[config.mk]
export PLATFORM = sky130hd
export DESIGN_NAME = seg_digit_scheduler
export DESIGN_NICKNAME = d
export VERILOG_FILES = /design/src/rtl/seg_pkg.sv /design/src/rtl/seg_slot_timer.sv /design/src/rtl/seg_digit_scheduler.sv
export SDC_FILE = /design/constraint.sdc
export NUM_CORES = 1
export LEC_CHECK = 0
export BUFFER_PORTS_ARGS = -buffer_cell sky130_fd_sc_hd__buf_2
export CORE_MARGIN = 5
export CORE_UTILIZATION = 50
export DETAILED_ROUTE_END_ITERATION = 8
export PLACE_DENSITY = 0.83
export SLEW_MARGIN = 20
export SYNTH_ARGS = -nofsm -noshare
export SYNTH_HDL_FRONTEND = slang
export SYNTH_HIERARCHICAL = 1
export SYNTH_SLANG_ARGS = --single-unit
[constraint.sdc]
create_clock -name clk -period 2.5 [get_ports clk]
set_input_delay 0.125 -clock clk [delete_from_list [all_inputs] [get_ports clk]]
set_output_delay 0.125 -clock clk [all_outputs]
set_load 0.005 [all_outputs]
[src/rtl/seg_pkg.sv]
// Shared types and helpers for the seven-segment digit scheduler.
// Optional brightness control is enabled with the SEG_DIM_EN macro.
package seg_pkg;

    typedef enum logic [1:0] {
        IDLE  = 2'd0,
        BLANK = 2'd1,
        DRIVE = 2'd2
    } state_t;

    localparam int MAX_DIGITS = 8;
    localparam int IDX_MAX_W  = 3;

    // Width of a counter or index that must hold values 0..n-1, at least one bit.
    function automatic int cnt_width(input int n);
        return (n < 2) ? 1 : $clog2(n);
    endfunction

    function automatic logic [MAX_DIGITS-1:0] onehot(input logic [IDX_MAX_W-1:0] idx);
        return MAX_DIGITS'(1) << idx;
    endfunction

endpackage

[src/rtl/seg_slot_timer.sv]
// Slot counter for the digit scheduler: counts through one slot and flags
// the last dead-time cycle and the last cycle of the slot.
module seg_slot_timer #(
    parameter int SLOT_CYCLES = 102417,
    parameter int DEAD_CYCLES = 16,
    parameter int CNT_W       = 17
) (
    input  logic             clk,
    input  logic             reset,
    input  logic             i_run,
    output logic [CNT_W-1:0] o_cnt,
    output logic             o_dead_done,
    output logic             o_slot_done
);

    logic [CNT_W-1:0] r_cnt;
    logic             w_slot_done;

    assign w_slot_done = (r_cnt == CNT_W'(SLOT_CYCLES - 1));

    // NOTE: sequential state uses non-blocking assignments so every register
    // samples the pre-edge values of the others.
    always_ff @(posedge clk or posedge reset) begin
        if (reset) begin
            r_cnt <= '0;
        end else if (!i_run || w_slot_done) begin
            r_cnt <= '0;
        end else begin
            r_cnt <= r_cnt + CNT_W'(1);
        end
    end

    assign o_cnt       = r_cnt;
    assign o_dead_done = (r_cnt == CNT_W'(DEAD_CYCLES - 1));
    assign o_slot_done = w_slot_done;

endmodule

[src/rtl/seg_digit_scheduler.sv]
// Time-multiplexes one shared hex decoder across NUM_DIGITS digits with a
// blanking phase before each drive phase. SEG_DIM_EN adds bright_i on-time control.
module seg_digit_scheduler
    import seg_pkg::*;
#(
    parameter int NUM_DIGITS  = 2,
    parameter int SLOT_CYCLES = 102417,
    parameter int DEAD_CYCLES = 16
) (
    input  logic                                    clk,
    input  logic                                    reset,
    input  logic                                    en,
    input  logic [4*NUM_DIGITS-1:0]                 digits_i,
`ifdef SEG_DIM_EN
    input  logic [3:0]                              bright_i,
`endif
    output logic [3:0]                              hex_o,
    output logic [NUM_DIGITS-1:0]                   digit_en_o,
    output logic [cnt_width(NUM_DIGITS)-1:0]        idx_o,
    output logic                                    frame_o
);

    localparam int IDX_W = cnt_width(NUM_DIGITS);
    localparam int CNT_W = cnt_width(SLOT_CYCLES);

    state_t                r_state;
    state_t                w_next_state;
    logic [CNT_W-1:0]      w_cnt;
    logic                  w_dead_done;
    logic                  w_slot_done;
    logic                  w_run;
    logic                  w_adv;
    logic                  w_latch;
    logic                  w_lit_next;
    logic                  w_last_idx;
    logic [IDX_W-1:0]      w_next_idx;
    logic [3:0]            w_sel;
    logic [IDX_W-1:0]      r_idx;
    logic [3:0]            r_value;
    logic [NUM_DIGITS-1:0] r_digit_en;
    logic                  r_frame;

    assign w_run = en && (r_state != IDLE);

    seg_slot_timer #(
        .SLOT_CYCLES (SLOT_CYCLES),
        .DEAD_CYCLES (DEAD_CYCLES),
        .CNT_W       (CNT_W)
    ) u_timer (
        .clk         (clk),
        .reset       (reset),
        .i_run       (w_run),
        .o_cnt       (w_cnt),
        .o_dead_done (w_dead_done),
        .o_slot_done (w_slot_done)
    );

    always_ff @(posedge clk or posedge reset) begin
        if (reset) begin
            r_state <= IDLE;
        end else begin
            r_state <= w_next_state;
        end
    end

    // NOTE: every signal gets a default before the case so no latch is inferred.
    always_comb begin
        w_next_state = r_state;
        w_adv        = 1'b0;
        if (!en) begin
            w_next_state = IDLE;
        end else begin
            unique case (r_state)
                IDLE:  w_next_state = BLANK;
                BLANK: if (w_dead_done) w_next_state = DRIVE;
                DRIVE: if (w_slot_done) begin
                    w_next_state = BLANK;
                    w_adv        = 1'b1;
                end
                default: w_next_state = IDLE;
            endcase
        end
    end

    assign w_latch    = en && (r_state == BLANK) && (w_cnt == '0);
    assign w_last_idx = (r_idx == IDX_W'(NUM_DIGITS - 1));
    assign w_next_idx = w_last_idx ? '0 : r_idx + IDX_W'(1);
    assign w_sel      = digits_i[{r_idx, 2'b00} +: 4];

`ifdef SEG_DIM_EN
    localparam int ON_W = CNT_W + 1;

    logic [31:0]     w_on_cycles;
    logic [ON_W-1:0] w_fresh_end;
    logic [ON_W-1:0] w_on_end;
    logic [ON_W-1:0] r_on_end;

    // Enables stay lit while the slot counter is below DEAD_CYCLES + on-cycles.
    assign w_on_cycles = (32'(SLOT_CYCLES - DEAD_CYCLES) * (32'(bright_i) + 32'd1)) >> 4;
    assign w_fresh_end = ON_W'(DEAD_CYCLES) + ON_W'(w_on_cycles);
    assign w_on_end    = w_latch ? w_fresh_end : r_on_end;
    assign w_lit_next  = (r_state == DRIVE) ? ((ON_W'(w_cnt) + ON_W'(1)) < w_on_end)
                                            : (ON_W'(DEAD_CYCLES) < w_on_end);

    always_ff @(posedge clk or posedge reset) begin
        if (reset) begin
            r_on_end <= '0;
        end else if (w_latch) begin
            r_on_end <= w_fresh_end;
        end
    end
`else
    assign w_lit_next = 1'b1;
`endif

    // Enables are computed from the next state so they are registered yet
    // line up exactly with the DRIVE state; async reset drops them at once.
    always_ff @(posedge clk or posedge reset) begin
        if (reset) begin
            r_idx      <= '0;
            r_value    <= '0;
            r_digit_en <= '0;
            r_frame    <= 1'b0;
        end else begin
            r_frame <= w_adv && w_last_idx;
            if (w_adv) begin
                r_idx <= w_next_idx;
            end
            if (w_latch) begin
                r_value <= w_sel;
            end
            r_digit_en <= ((w_next_state == DRIVE) && w_lit_next)
                        ? NUM_DIGITS'(onehot(IDX_MAX_W'(r_idx))) : '0;
        end
    end

    assign hex_o      = r_value;
    assign digit_en_o = r_digit_en;
    assign idx_o      = r_idx;
    assign frame_o    = r_frame;

endmodule
Word level (Yosys, flattened, before mapping)
Index checks and enable logic that the tools add are counted.
W data, S select, Z words.
- add/sub/neg operators: 2
- eq/ne operators: 5
- shift operators: 2
- multiplexer cells: 10
- reductions and logical operators: 9
- operators with widths (operator ; count):
    $add A17 B1 Y17 const B ; 1
    $eq A17 B17 Y1 const B ; 1
    $eq A17 B4 Y1 const B ; 1
    $logic_not A17 Y1 ; 1
    $mux W17 ; 1
    $mux W2 ; 4
    $shiftx A8 B4 Y4 ; 1
    $pmux W2 S3 ; 1
    $eq A2 B2 Y1 const B ; 2
    $logic_and A1 B1 Y1 ; 4
    $mux W1 ; 4
    $eq A2 B1 Y1 const B ; 1
    $logic_not A2 Y1 ; 1
    $reduce_bool A2 Y1 ; 1
    $shl A1 B1 Y2 const A ; 1
    $add A1 B1 Y1 const B ; 1
    $logic_not A1 Y1 ; 1
    $logic_or A1 B1 Y1 ; 1
- bits in registers: 27
- output and inout bits: 8

Depth between registers and ports, before layout
- word-level depth: 6
- gate-level depth with buffers: 9
- depth with buffers taken out: 9

By module
Netlist, hierarchy kept.
- modules (own cells, without submodules) (module ; times used ; cells an instance ; area an instance (um^2)):
    seg_slot_timer ; 1 ; 94 ; 907.1
    seg_digit_scheduler ; 1 ; 42 ; 488.0

Worst setup path before layout
OpenSTA, ideal clock, no wires.
- kind: reg-to-reg
- start: reg u_timer.r_cnt[0], in the netlist u_timer/o_cnt[0]
- end: reg r_digit_en[0], in the netlist digit_en_o[0]
- library setup time: 131 ps
- arrival: 1864 ps
- path slack: 505 ps
- cell stages (with the launch flop): 10
- period minus slack after synthesis: 1995 ps
- path through: dfrtp_1 > inv_1 > ha_1 > nand4_1 > or4b_4 > nor2_1 > nor2b_1 > nor2b_1 > o21ai_0 > nor2_1
- cells in the longest elaborated chain, start to end: 6
- elaborated cells between the ends (all ways): 8
- ends and longest elaborated chain (element ; line ; source):
    from (decl) ; seg_slot_timer.sv:16 ; logic [CNT_W-1:0] r_cnt;
    from (signal assigned) ; seg_slot_timer.sv:29 ; r_cnt <= r_cnt + CNT_W'(1);
    $eq A17 B17 Y1 ; seg_slot_timer.sv:19 ; assign w_slot_done = (r_cnt == CNT_W'(SLOT_CYCLES - 1));
    net w_slot_done ; seg_digit_scheduler.sv:30 ; logic w_slot_done;
    $mux W2 ; seg_digit_scheduler.sv:76 ; DRIVE: if (w_slot_done) begin
    $pmux W2 S3 ; seg_digit_scheduler.sv:73 ; unique case (r_state)
    $mux W2 ; seg_digit_scheduler.sv:70 ; if (!en) begin
    $eq A2 B2 Y1 ; seg_digit_scheduler.sv:132 ; r_digit_en <= ((w_next_state == DRIVE) && w_lit_next)
    $mux W2 ; seg_digit_scheduler.sv:133 ; ? NUM_DIGITS'(onehot(IDX_MAX_W'(r_idx))) : '0;
    to (signal assigned) ; seg_digit_scheduler.sv:132 ;
    to (decl) ; seg_digit_scheduler.sv:40 ; logic [NUM_DIGITS-1:0] r_digit_en;
The timed path passes the listed nets, and every way through them passes these cells.
A chain may end at the register's enable or synchronous reset.

Final worst setup path
- start: reg u_timer.r_cnt[0], in the netlist u_timer/o_cnt[0]
- end: reg r_digit_en[1], in the netlist digit_en_o[1]
The elaborated chain is that of the path after synthesis.

==> impl_metrics.tcl <==
set metrics [dict create \
    io_pins 19 \
    slowest_stage "or4b_4" \
    post_drt_wl_per_cell_um 13.4 \
    grt_antenna_before_repair 0 \
    synth-compound-area-share_pct 2.87 \
    tritoncts "built" \
    finalHoldViolCount 0 \
    finClkSkew_ns 0.0134 \
    drc 0 \
    worst_slew_pin_slew_ns 0.607 \
    rsz0062_at_grt "false" \
    p_clk_share_pct 26.4 \
    p_int_mw 0.542 \
    switching_share_pct 23.5 \
    clock_sinks 27 \
    die-area_um2 3950 \
    crit_chain "inv_1 -> ha_1 -> nand4_1 -> or4b_4 -> nor2_1 -> nor2b_1 -> nor2b_1 -> o21ai_0 -> nor2_1" \
    syn-cell-area_um2 1400 \
    cp-start-kind "flop" \
    worst_setup_path_end_kind "flop" \
    antenna_cells 0 \
    cts_resized 0 \
    dr.pass1.iters 4 \
    combPwrFrac_pct 8.6 \
    hp-class "input port to flop" \
    finalCritPeriodShare_pct 87.8 \
    dp_worst_setup_slack_ns 0.311 \
    dieWidth_um 62.8 \
    max_freq_ghz 0.455 \
    fp.dieH_um 62.8 \
    fin_nets 171 \
    ys_ff_latch 27 \
    via_per_inst 5.65 \
    synth-adder-area-share_pct 1.79 \
    ys_top_cells_by_area "dfrtp_1, xnor2_1, nor2_1" \
    portBuffers 18 \
    synth_top_family_by_area "simple AND/OR/NAND/NOR gates" \
    maxSlewViolCount 0 \
    cp_data_arrival_time_ns 2.42 \
    grt_pass1_vias 1005 \
    cts_root_buf "clkbuf_4" \
    grt_pass1_wl_um 4400 \
    vias 1063 \
    synth-simple-area-share_pct 27.5 \
    htree_levels 1 \
    grt_usage_pct 13.4 \
    synth_xor_area_share_pct 9.42 \
    ys_warn_count 6 \
    wl_um 2520 \
    synth_top_area_cell "dfrtp_1" \
    ys_seq_area_share_pct 48.4 \
    cts_buffer_depth 2 \
    p_per_area_nw_per_um2 458 \
    maxSlewHeadroom_pct 59.5 \
    syn_inst 136 \
    synth_top_area_share_pct 48.4 \
    ir_drop_mv 0.321 \
    crit_fanout 6 \
    numCtsBuffers 3 \
    maxCapViolCount 0 \
    drive_gt1_share_pct 21.0 \
    grt_max_degree 18 \
    ys_types 32 \
    crit_path_max_incr_delay_ns 0.55 \
    num_rows 19 \
    period_minus_slack_ns 2.20 \
    p_sw_mw 0.166 \
    p_seq_share_pct 65.0 \
    initial_core_util_pct 51.5 \
    timing.final.ws_setup_ns 0.304 \
    drtAntennaViolNets 0 \
    avgSynthCellArea_um2 10.3 \
    grt-ovfl-total 0 \
    finalSetupViolations 0 \
    dp_hpwl_um 1920 \
    clock_latency_ns 0.33 \
    core_area_um2 2710 \
    postSynthNetCount 149 \
    p_leak_nw 0.683 \
    fin_setup_tns_ns 0 \
    synthMuxAreaShare_pct 6.46 \
    crit_type "flop to flop" \
    place.gp.congestion 0.926 \
    drt_iter0_markers 33 \
    cts.clk_slew.worst_paths_ns 0.15 \
    outcome "finished clean" \
    syn2layout_area_growth_pct 10.9 \
    worstPathRequired_ns 2.72 \
]
power by group through the flow:
stage | logic [mW] | registers (mW) | clock network, mW
after floorplan | 0.0333 | 0.469 | 0
after global placement | 0.0597 | 0.467 | 0
after detailed placement | 0.0621 | 0.468 | 0
after CTS | 0.0634 | 0.460 | 0.195
after global routing | 0.0703 | 0.461 | 0.218
final | 0.0611 | 0.460 | 0.187
routing by layer:
metal  GRT usage, %  wire length [µm]  up-vias
met5              0                 0        -
met4           4.51                19        0
met3           3.60               185        4
met2           22.9              1210       34
met1           16.2              1110      508
li1               -                 -      517
flip-flops by register name, summed over array words and instances, names as in the netlist:
signal,cells
digit_en_o,2
r_state,2
idx_o,1
hex_o,4
u_timer/o_cnt,17
frame_o,1
critical path: cells and delay by family (launching register included):
kind                     cells  cell delay (ns)
adder cells (fa/ha/maj)      1             0.14
buffers and inverters        1             0.08
flip-flops                   1             0.46
AND/OR/NAND/NOR              6             1.13
AO/OA/AOI/OAI                1             0.28
final cells by class:
class,instances,area [µm²]
Tap cell,31,38.8
Inverter,9,33.8
Sequential cell,27,676
Fill cell,237,1160
Clock buffer,3,22.5
Timing Repair Buffer,19,100
Clock inverter,1,5.00
Multi-Input combinational cell,98,671
synth_stat cells (all sizes together):
| master | number |
|---|---|
| xnor2 | 11 |
| xor2 | 4 |
| and4b | 1 |
| nor2 | 24 |
| or4b | 1 |
| nor3 | 5 |
| buf | 1 |
| and3b | 1 |
| or4 | 1 |
| o22ai | 1 |
| and3 | 2 |
| nor2b | 2 |
| inv | 9 |
| and2 | 1 |
| nand3 | 6 |
| o21a | 1 |
| ha | 2 |
| and4 | 2 |
| nand2 | 5 |
| o21ai | 3 |
| nand4 | 5 |
| mux2 | 8 |
| clkbuf | 1 |
| and4bb | 1 |
| nor4 | 10 |
| nand4b | 1 |
| dfrtp | 27 |
path summary, 6_finish.rpt:
kind / slack (ns) / startpoint / cells past startpoint / endpoint
worst max-delay path: 0.30 / u_timer/o_cnt[0] / 9 / digit_en_o[1]
worst min-delay path: 0.06 / en / 2 / r_state[0]
worst max register to register: 0.30 / u_timer/o_cnt[0] / 9 / digit_en_o[1]
worst min register to register: 0.50 / hex_o[3] / 1 / hex_o[3]
max in group asynchronous: 1.70 / reset / 3 / u_timer/o_cnt[12]
min in group asynchronous: 0.29 / reset / 3 / hex_o[1]
kinds of logic (layout without fill, tap and decap cells):
kind of cell / count (synthesis) / count (layout)
buffers and inverters: 11 / 32
XOR/XNOR: 15 / 15
adder cells (fa/ha/maj): 2 / 2
AND/OR/NAND/NOR: 68 / 68
multiplexers: 8 / 8
AO/OA/AOI/OAI: 5 / 5
flip-flops: 27 / 27
layout by cell type, fill, tap and decap left out, types with 2 or more instances in the layout:
cell,synthesis,routed
nand3_1,6,6
and3_1,2,2
dfrtp_1,27,27
ha_1,2,2
xor2_1,4,4
inv_1,9,9
clkbuf_4,0,3
nand2_1,5,5
buf_2,0,18
nor4_1,9,9
nand4_1,5,5
o21ai_0,2,2
nor3_1,5,5
mux2_2,4,4
nor2b_1,2,2
xnor2_1,11,11
mux2_1,4,4
nor2_1,23,23
per-stage QoR:
step / util (%) / hold WS [ns] / std cells / power [mW] / area, µm²
detailed placement: 55.7 / 0.124 / 183 / 0.530 / 1510
global placement: 55.7 / 0.115 / 183 / 0.527 / 1510
finish: 57.1 / 0.0562 / 188 / 0.708 / 1550
floorplan: - / -0.0348 / 136 / 0.503 / 1400
CTS: 57.1 / 0.0482 / 188 / 0.718 / 1550
global route: 57.1 / 0.0450 / 188 / 0.750 / 1550
timing repair:
item | in CTS | in global routing
endpoints found under the hold margin | 27 | 0
buffers inserted | 0 | 0
hold buffers | 1 | 0
(Power assumes the default switching activity.)
